<file path="config.mk">
export PLATFORM = sky130hd
export DESIGN_NAME = req_hold_arbiter_flat
export DESIGN_NICKNAME = d
export VERILOG_FILES = /design/src/rtl/req_hold_arbiter_if.sv /design/src/rtl/req_hold_arbiter.sv /design/src/flat_wrapper.sv
export SDC_FILE = /design/constraint.sdc
export NUM_CORES = 1
export LEC_CHECK = 0
export BUFFER_PORTS_ARGS = -buffer_cell sky130_fd_sc_hd__buf_2
export CORE_AREA = 2 2 39 41
export CTS_CLUSTER_SIZE = 24
export DETAILED_ROUTE_END_ITERATION = 16
export DIE_AREA = 0 0 41 43
export PLACE_DENSITY = 0.8
export SYNTH_ARGS = -nofsm -noshare
export SYNTH_HDL_FRONTEND = slang
export SYNTH_SLANG_ARGS = --single-unit
</file>
<file path="constraint.sdc">
create_clock -name clk -period 1.4 [get_ports clk]
set_input_delay 0.14 -clock clk [delete_from_list [all_inputs] [get_ports clk]]
set_output_delay 0.14 -clock clk [all_outputs]
set_load 0.01 [all_outputs]
</file>
<file path="src/rtl/req_hold_arbiter_if.sv">
// req_hold_arbiter_if: request/grant bundle between requesters and the hold arbiter.
// Latency: none, wires only.
// Backpressure: requesters hold req high to keep a grant; the arbiter drives everything else.
interface req_hold_arbiter_if #(
  parameter int N_REQ = 2,
  parameter int CNT_W = 4,
  parameter int ID_W  = $clog2(N_REQ)
);
  logic [N_REQ-1:0] req;
  logic [N_REQ-1:0] gnt;
  logic [ID_W-1:0]  gnt_id;
  logic             busy;
  logic [CNT_W-1:0] hold_cnt;
  logic             timeout;
  logic             short_err;

  // Requester side: drives requests, observes grant status.
  modport master (
    output req,
    input  gnt, gnt_id, busy, hold_cnt, timeout, short_err
  );

  // Arbiter side: samples requests, drives grant status.
  modport slave (
    input  req,
    output gnt, gnt_id, busy, hold_cnt, timeout, short_err
  );
endinterface

</file>
<file path="src/rtl/req_hold_arbiter.sv">
// req_hold_arbiter: registered round-robin arbiter; owner keeps grant while req high, pre-empted after MAX_HOLD.
// Latency: grant 1 cycle after sampled request; minimum 2-cycle gap (RELEASE + IDLE) between grants.
// Backpressure: lone owner holds indefinitely; optional REQ_HOLD_CHECK_EN adds short_err and assertions.
module req_hold_arbiter #(
  parameter int N_REQ    = 2,
  parameter int MIN_HOLD = 2,
  parameter int MAX_HOLD = 5,
  parameter int CNT_W    = 4,
  parameter int ID_W     = $clog2(N_REQ)
) (
  input logic              clk,
  input logic              rst_n,
  req_hold_arbiter_if.slave bus
);

  typedef enum logic [1:0] {
    IDLE    = 2'd0,
    GRANT   = 2'd1,
    RELEASE = 2'd2
  } state_t;

  localparam logic [CNT_W-1:0] MAX_HOLD_C = CNT_W'(MAX_HOLD);
  localparam logic [ID_W-1:0]  LAST_RST   = ID_W'(N_REQ - 1);

  // Parameter sanity, caught at elaboration.
  if (N_REQ < 2 || N_REQ > 8) begin : g_bad_nreq
    $error("req_hold_arbiter: N_REQ must be 2..8");
  end
  if (MIN_HOLD < 1 || MIN_HOLD > MAX_HOLD) begin : g_bad_min
    $error("req_hold_arbiter: MIN_HOLD must be 1..MAX_HOLD");
  end
  if ((2 ** CNT_W) <= MAX_HOLD) begin : g_bad_cnt
    $error("req_hold_arbiter: CNT_W too narrow for MAX_HOLD");
  end

  state_t           state_q, state_d;
  logic [N_REQ-1:0] gnt_q, gnt_d;
  logic [ID_W-1:0]  gnt_id_q, gnt_id_d;
  logic [ID_W-1:0]  last_q, last_d;
  logic [CNT_W-1:0] hold_q, hold_d;
  logic             busy_q, busy_d;
  logic             timeout_q, timeout_d;

  logic             pick_vld;
  logic [ID_W-1:0]  pick_id;
  logic             own_req;
  logic             other_req;

  // Owner is gnt_id while in GRANT; others are every request bit not currently granted.
  assign own_req   = bus.req[gnt_id_q];
  assign other_req = |(bus.req & ~gnt_q);

  // Round-robin pick: first set request searching upward from last_id+1, wrapping.
  always_comb begin
    pick_vld = 1'b0;
    pick_id  = last_q;
    for (int i = 1; i <= N_REQ; i++) begin
      if (!pick_vld && bus.req[ID_W'((int'(last_q) + i) % N_REQ)]) begin
        pick_vld = 1'b1;
        pick_id  = ID_W'((int'(last_q) + i) % N_REQ);
      end
    end
  end

  // State register.
  always_ff @(posedge clk or negedge rst_n) begin
    if (!rst_n) begin
      state_q <= IDLE;
    end else begin
      state_q <= state_d;
    end
  end

  // Next-state: drop or expired-with-contention releases, RELEASE always returns to IDLE.
  always_comb begin
    state_d = state_q;
    case (state_q)
      IDLE:    if (pick_vld) state_d = GRANT;
      GRANT:   if (!own_req || (hold_q == MAX_HOLD_C && other_req)) state_d = RELEASE;
      RELEASE: state_d = IDLE;
      default: state_d = IDLE;
    endcase
  end

  // Output next-values; every output is registered so nothing follows req combinationally.
  always_comb begin
    gnt_d     = '0;
    gnt_id_d  = gnt_id_q;
    last_d    = last_q;
    hold_d    = '0;
    busy_d    = 1'b0;
    timeout_d = 1'b0;
    case (state_q)
      IDLE: begin
        if (pick_vld) begin
          gnt_d[pick_id] = 1'b1;
          gnt_id_d       = pick_id;
          busy_d         = 1'b1;
          hold_d         = CNT_W'(1);
        end
      end
      GRANT: begin
        if (!own_req) begin
          // Voluntary release; short-hold flagging is handled separately.
        end else if (hold_q == MAX_HOLD_C && other_req) begin
          timeout_d = 1'b1;
        end else begin
          gnt_d  = gnt_q;
          busy_d = 1'b1;
          hold_d = (hold_q == MAX_HOLD_C) ? hold_q : hold_q + 1'b1;
        end
      end
      RELEASE: begin
        // Remember the outgoing owner so the next search starts after it.
        last_d = gnt_id_q;
      end
      default: ;
    endcase
  end

  // Output registers; async reset drops the grant immediately.
  always_ff @(posedge clk or negedge rst_n) begin
    if (!rst_n) begin
      gnt_q     <= '0;
      gnt_id_q  <= LAST_RST;
      last_q    <= LAST_RST;
      hold_q    <= '0;
      busy_q    <= 1'b0;
      timeout_q <= 1'b0;
    end else begin
      gnt_q     <= gnt_d;
      gnt_id_q  <= gnt_id_d;
      last_q    <= last_d;
      hold_q    <= hold_d;
      busy_q    <= busy_d;
      timeout_q <= timeout_d;
    end
  end

  assign bus.gnt      = gnt_q;
  assign bus.gnt_id   = gnt_id_q;
  assign bus.busy     = busy_q;
  assign bus.hold_cnt = hold_q;
  assign bus.timeout  = timeout_q;

`ifdef REQ_HOLD_CHECK_EN
  localparam logic [CNT_W-1:0] MIN_HOLD_C = CNT_W'(MIN_HOLD);

  logic short_q;

  // Pulse in the RELEASE cycle when the owner dropped before MIN_HOLD cycles.
  always_ff @(posedge clk or negedge rst_n) begin
    if (!rst_n) begin
      short_q <= 1'b0;
    end else begin
      short_q <= (state_q == GRANT) && !own_req && (hold_q < MIN_HOLD_C);
    end
  end

  assign bus.short_err = short_q;

  a_min_hold: assert property (@(posedge clk) disable iff (!rst_n)
    ((state_q == GRANT) && !own_req) |-> (hold_q >= MIN_HOLD_C))
    else $error("req_hold_arbiter: granted request dropped before MIN_HOLD");

  a_gnt_onehot: assert property (@(posedge clk) disable iff (!rst_n)
    $onehot0(gnt_q))
    else $error("req_hold_arbiter: gnt not one-hot or zero");

  a_timeout_pending: assert property (@(posedge clk) disable iff (!rst_n)
    timeout_q |-> (|($past(bus.req) & ~$past(gnt_q))))
    else $error("req_hold_arbiter: timeout without another pending request");
`else
  assign bus.short_err = 1'b0;
`endif

endmodule

</file>
<file path="src/flat_wrapper.sv">
// flat-port wrapper written by rule: the top's interface ports become plain ports
module req_hold_arbiter_flat 
#(
  parameter int N_REQ    = 2,
  parameter int MIN_HOLD = 2,
  parameter int MAX_HOLD = 5,
  parameter int CNT_W    = 4,
  parameter int ID_W     = $clog2(N_REQ)
)
  (clk, rst_n, bus_req, bus_gnt, bus_gnt_id, bus_busy, bus_hold_cnt, bus_timeout, bus_short_err);
  req_hold_arbiter_if #(.N_REQ(N_REQ), .CNT_W(CNT_W), .ID_W(ID_W)) bus_i ();
  input logic clk;
  input logic rst_n;
  input wire logic [$bits(bus_i.req)-1:0] bus_req;
  output wire logic [$bits(bus_i.gnt)-1:0] bus_gnt;
  output wire logic [$bits(bus_i.gnt_id)-1:0] bus_gnt_id;
  output wire logic [$bits(bus_i.busy)-1:0] bus_busy;
  output wire logic [$bits(bus_i.hold_cnt)-1:0] bus_hold_cnt;
  output wire logic [$bits(bus_i.timeout)-1:0] bus_timeout;
  output wire logic [$bits(bus_i.short_err)-1:0] bus_short_err;
  assign bus_i.req = bus_req;
  assign bus_gnt = bus_i.gnt;
  assign bus_gnt_id = bus_i.gnt_id;
  assign bus_busy = bus_i.busy;
  assign bus_hold_cnt = bus_i.hold_cnt;
  assign bus_timeout = bus_i.timeout;
  assign bus_short_err = bus_i.short_err;
  req_hold_arbiter #(.N_REQ(N_REQ), .MIN_HOLD(MIN_HOLD), .MAX_HOLD(MAX_HOLD), .CNT_W(CNT_W), .ID_W(ID_W)) u_core (.clk(clk), .rst_n(rst_n), .bus(bus_i));
endmodule
</file>
==> impl_metrics.ini, run 1 <==
[detailed_routing]
drtAntennaViolNets = 0
drt_first_pass_iters = 4
vias = 489
wirelength_microns = 1220
drt_iter0_markers = 8
via_per_inst = 5.04
drc = 0
wl_per_cell_microns = 12.6

[power]
p_int_uw = 900
p_sw_share_pct = 38.0
powerDensity_nw_per_um2 = 1870
pwr-share-clk_pct = 19.9
leakage_nw = 0.378
power_frac_seq_pct = 38.1
pwr-share-comb_pct = 42.0
net-switching-power_uw = 552
vdd_drop_max_mv = 0.839
total_power_mw = 1.45

[synth]
yosys.area.top_type = dfrtp_1
synth_xor_area_share_pct = 2.79
async_flop_share_pct = 100
synth-compound-area-share_pct = 16.7
synthFlopType = dfrtp_1
synth_mux_area_share_pct = 1.79
synth.top_cells.by_area = dfrtp_1, dfstp_2, ha_1, nand2_1, nand2b_1
netlist_top_cells_count = dfrtp_1, nand2_1, ha_1, inv_1
synth_top_area_share_pct = 39.8
yosys.cell_types.count = 28
synth_seq_area_share_pct = 48.2
synth_top_family_by_area = simple AND/OR/NAND/NOR gates
synth_edf_count = 0
syn_nets = 69
postSynthAreaPerCell_sq_um = 10.3
synthAdderAreaFrac_pct = 7.97
synth-seq-cells = 12
yosys_warnings = 0
syn_area_sq_um = 628
synth.most_common_cell = dfrtp_1
yosys.area_share.simple_pct = 17.7
synthCells = 61

[placement]
portBuffers = 12
routabilityCongestion = 0.752
placed_cells = 92
place_hpwl_microns = 910
pre_cts_slack_ps = 85.7

[clock_tree]
cts_tree = yes
numCtsBuffers = 3
cts-root-buf = clkbuf_4
ctsHtreeMaxLevel = 1
cts.sinks = 12
cts_resized = 0
cts_buffer_depth = 2
clkLatencyLatePin_ps = 290
postCtsSetupBuffers = 0
clk_pin_slew_ps = 80

[final_layout]
area_growth_pct = 23.7
layout-drive-gt1-share_pct = 35.8
diodes = 0
final_cell_count_no_fill = 97
layout.nets = 90

[sta]
fin_tns_setup_ps = 0
max_freq_ghz = 0.752
period_minus_slack_ps = 1330
fin_crit_sh_pct = 94.9
slew_violations = 0
finClkSkew_ps = 2.66
hold_viol_final = 0
setup_viol = 0
rsz0062_at_grt = no
setup_ws_ps = 71.0
hold-worst-slack_ps = 236

[worst_setup_path]
path_class = flop to flop
cp_max_fo = 3
start_kind = flop
cp.required_ps = 1560
r2r_slack_ps = 70
cp-end-kind = flop
arrival_ps = 1490

[min_path]
hold_class = input pin to flop

[flow_run]
max_cap_viol_count = 0

[die]
die_x_microns = 41
die_area_sq_um = 1760
ios = 14
core-area_sq_um = 1380
placementRows = 14
start_util_pct = 45.4
die_h_microns = 43

[grt]
gr-total-overflow = 0
antenna_found_initial = 0
grt_pass1_vias = 475
grt_use_total_pct = 18.2
grt_first_pass_wirelength_microns = 2040
grt_max_degree = 13

[status]
outcome = complete, no violations
layout by cell type, fill, tap and decap left out, types with 3 or more instances in the layout:
| master | n |
|---|---|
| clkbuf_4 | 3 |
| dfrtp_1 | 10 |
| ha_1 | 4 |
| nor2_1 | 3 |
| a21oi_1 | 3 |
| buf_4 | 4 |
| buf_2 | 12 |
| nor3_1 | 3 |
| nand2_1 | 8 |
| nand2b_1 | 3 |
| inv_1 | 4 |
stage by stage:
stage | cell area (sq um) | utilization [%]
after floorplan | 628 | -
after global placement | 731 | 52.8
after detailed placement | 731 | 52.8
after CTS | 777 | 56.1
after global routing | 777 | 56.1
final | 777 | 56.1
path summary, 6_finish.rpt:
path / start / depth (start not counted) / to
min in group asynchronous: rst_n / 2 / u_core.bus.gnt[0]$_DFFE_PN0P_
worst max register to register: u_core.bus.gnt_id$_DFFE_PN1P_ / 4 / u_core.bus.hold_cnt[0]$_DFFE_PN0P_
worst min register to register: u_core.bus.gnt[0]$_DFFE_PN0P_ / 2 / u_core.bus.gnt[0]$_DFFE_PN0P_
worst max-delay path: u_core.bus.gnt_id$_DFFE_PN1P_ / 4 / u_core.bus.hold_cnt[0]$_DFFE_PN0P_
worst min-delay path: bus_req[0] / 3 / u_core.bus.gnt_id$_DFFE_PN1P_
max in group asynchronous: rst_n / 2 / u_core.bus.gnt_id$_DFFE_PN1P_
cells by family (layout without fill, tap and decap cells):
logic type	after synthesis	after routing
muxes	1	1
buffers and inverters	6	26
and+or+nand+nor	22	22
adders and majority gates	4	4
other	1	1
xor gates and xnor gates	2	2
DFF	12	12
AOI/OAI and AO/OA	13	13
per-layer routing:
layer / up-vias / GRT usage, % / share of wire (%)
li1: 245 / - / -
met2: 11 / 27.2 / 48
met4: 0 / 18.0 / 5.4
met5: - / 0 / 0
met1: 229 / 18.8 / 43
met3: 4 / 4.71 / 3.6
sequential cells by signal, summed over array words and instances (netlist names):
name	flops
u_core.bus.busy	1
u_core.bus.timeout	1
u_core.state_q	2
u_core.last_q	1
u_core.bus.gnt_id	1
u_core.bus.gnt	2
u_core.bus.hold_cnt	4
worst max-delay path: stages, from the launching register on:
cell and delay (ps):
dfstp_2 540, mux2_1 330, nor2b_4 150, nand4_1 80
o311ai_1 90
layout make-up:
class,count,area (sq um)
Fill cell,112,607
Multi-Input combinational cell,43,299
Sequential cell,12,303
Clock buffer,4,36.3
Inverter,5,18.8
Tap cell,16,20.0
Timing Repair Buffer,17,100
timing repair:
action,CTS,global route
endpoints found under the setup margin,0,0
hold buffers,1,0
endpoints found under the hold margin,12,0
power groups by stage:
stage | registers [mW] | clock network (mW) | logic [mW]
detailed placement | 0.558 | 0 | 0.612
global route | 0.569 | 0.314 | 0.688
floorplan | 0.611 | 0 | 0.342
global placement | 0.557 | 0 | 0.600
finish | 0.554 | 0.289 | 0.609
CTS | 0.552 | 0.299 | 0.617
No activity file was read; power rests on OpenSTA's default activity.
==> inputs of run 2 (changes only) <==
- MAX_ROUTING_LAYER: not set -> met4
==> run 2 against run 1 <==
Against the previous run: fmax increased by 0.25%; power is essentially flat; critical endpoint unchanged; flip-flop and latch count stayed put; core utilization is the same; count of clock-buffer cells in the layout did not move; first-iteration DRC count is 13% higher; cell count unchanged; largest cell class unchanged; worst setup slack better by 3.3 ps; highest routed layer unchanged; worst hold slack about the same; global-route usage up 0.45 points.
==> impl_metrics.ini, run 2 (synthesis results as in run 1) <==
[power]
leakage_nw = 0.378
net-switching-power_uw = 554
p_sw_share_pct = 38.1
pwr-share-comb_pct = 41.9
vdd_drop_max_mv = 0.832
power_frac_seq_pct = 38.1
pwr-share-clk_pct = 20.0
p_int_uw = 900
total_power_mw = 1.45
powerDensity_nw_per_um2 = 1870

[worst_setup_path]
start_kind = flop
path_class = flop to flop
path_depth = 4
cp-end-kind = flop
path_delay_family = flip-flops
r2r_cells = 4
r2r_slack_ps = 70
cp.required_ps = 1560
worstPathCellList = mux2_1 -> nor2b_4 -> nand4_1 -> o311ai_1
slowest_delay_ps = 540
arrival_ps = 1490
slowest_stage = dfstp_2
cp_max_fo = 3
crit_buf_inv = 0

[grt]
antenna_found_initial = 0
gr-total-overflow = 0
grt_first_pass_wirelength_microns = 2040
grt_max_degree = 13
grt_use_total_pct = 18.7
grt_pass1_vias = 478

[die]
die_h_microns = 43
start_util_pct = 45.4
ios = 14
core-area_sq_um = 1380
placementRows = 14
die_area_sq_um = 1760
die_x_microns = 41

[clock_tree]
clkLatencyLatePin_ps = 280
ctsHtreeMaxLevel = 1
cts_tree = yes
cts_resized = 0
cts-root-buf = clkbuf_4
cts_buffer_depth = 2
cts.sinks = 12
numCtsBuffers = 3
clk_pin_slew_ps = 80

[status]
outcome = complete, no violations

[detailed_routing]
drtAntennaViolNets = 0
drt_first_pass_iters = 4
via_per_inst = 5.06
drc = 0
drt_iter0_markers = 9
vias = 491
wl_per_cell_microns = 12.7
wirelength_microns = 1230

[sta]
period_minus_slack_ps = 1330
hold_viol_final = 0
fin_crit_sh_pct = 94.7
setup_viol = 0
slew_violations = 0
max_freq_ghz = 0.754
rsz0062_at_grt = no
fin_tns_setup_ps = 0
hold-worst-slack_ps = 235
finClkSkew_ps = 1.93

[placement]
portBuffers = 12
routabilityCongestion = 0.762
place_hpwl_microns = 910
placed_area_sq_um = 731

[final_layout]
area_growth_pct = 23.7
final_common_cell = buf_2
layout.nets = 90
seqCellArea_sq_um = 303
layout-drive-gt1-share_pct = 35.8
final_cell_area_sq_um = 777
largest_reg_flops = 4
final_core_util_pct = 56.1
fillers = 112
diodes = 0
final_cell_mix = buf_2, dfrtp_1, nand2_1
multiInputGateArea_sq_um = 299

[min_path]
hold_class = input pin to flop
whs_path_depth = 3

[flow_run]
max_cap_viol_count = 0
==> run 2: cell counts in the layout (fill, tap and decap cells not counted) <==
Identical to the previous run, type by type.
==> run 2: what timing repair did <==
action,in CTS,in global routing
buffers inserted,0,0
hold buffers,1,0
endpoints found under the hold margin,12,0
==> run 2: path summary, 6_finish.rpt <==
kind / endpoint / startpoint
setup / recovery: u_core.bus.hold_cnt[0]$_DFFE_PN0P_ / u_core.bus.gnt_id$_DFFE_PN1P_
hold / removal: u_core.bus.gnt_id$_DFFE_PN1P_ / bus_req[0]
setup reg to reg: u_core.bus.hold_cnt[0]$_DFFE_PN0P_ / u_core.bus.gnt_id$_DFFE_PN1P_
hold reg to reg: u_core.bus.gnt[0]$_DFFE_PN0P_ / u_core.bus.gnt[0]$_DFFE_PN0P_
max in group asynchronous: u_core.bus.gnt_id$_DFFE_PN1P_ / rst_n
min in group asynchronous: u_core.state_q[0]$_DFFE_PN0P_ / rst_n
==> run 2: worst min-delay path: stages <==
cell and delay (ps):
buf_2 150, ha_1 150, o21ai_1 70
==> run 2: area by class of cell <==
| type | instances | area share (%) |
|---|---|---|
| clock buffer | 4 | 4.67 |
| timing repair buffer | 17 | 12.9 |
| multi-input combinational | 43 | 38.5 |
| inverter | 5 | 2.42 |
| tap | 16 | 2.58 |
| sequential | 12 | 39.0 |
==> run 2: metal layers <==
layer  up-vias  global-route usage, %  part of all wire, %
met5         -                      -                    0
met4         0                   18.0                  5.4
met3         4                   4.71                  3.1
met2         9                   27.2                   48
met1       231                   18.8                   44
li1        247                      -                    -
==> run 2: power by group through the flow <==
stage	clock network (mW)	logic, mW	registers, mW
4_1_cts	0.299	0.617	0.552
3_3_place_gp	0	0.600	0.557
5_1_grt	0.314	0.688	0.569
3_5_place_dp	0	0.612	0.558
2_1_floorplan	0	0.342	0.611
6_report	0.290	0.610	0.554
==> run 2: metrics by stage <==
stage / cells / setup WS, ps
2_1_floorplan: 61 / 40.2
3_3_place_gp: 92 / 56.3
3_5_place_dp: 92 / 85.7
4_1_cts: 97 / 66.2
5_1_grt: 97 / 14.8
6_report: 97 / 74.3
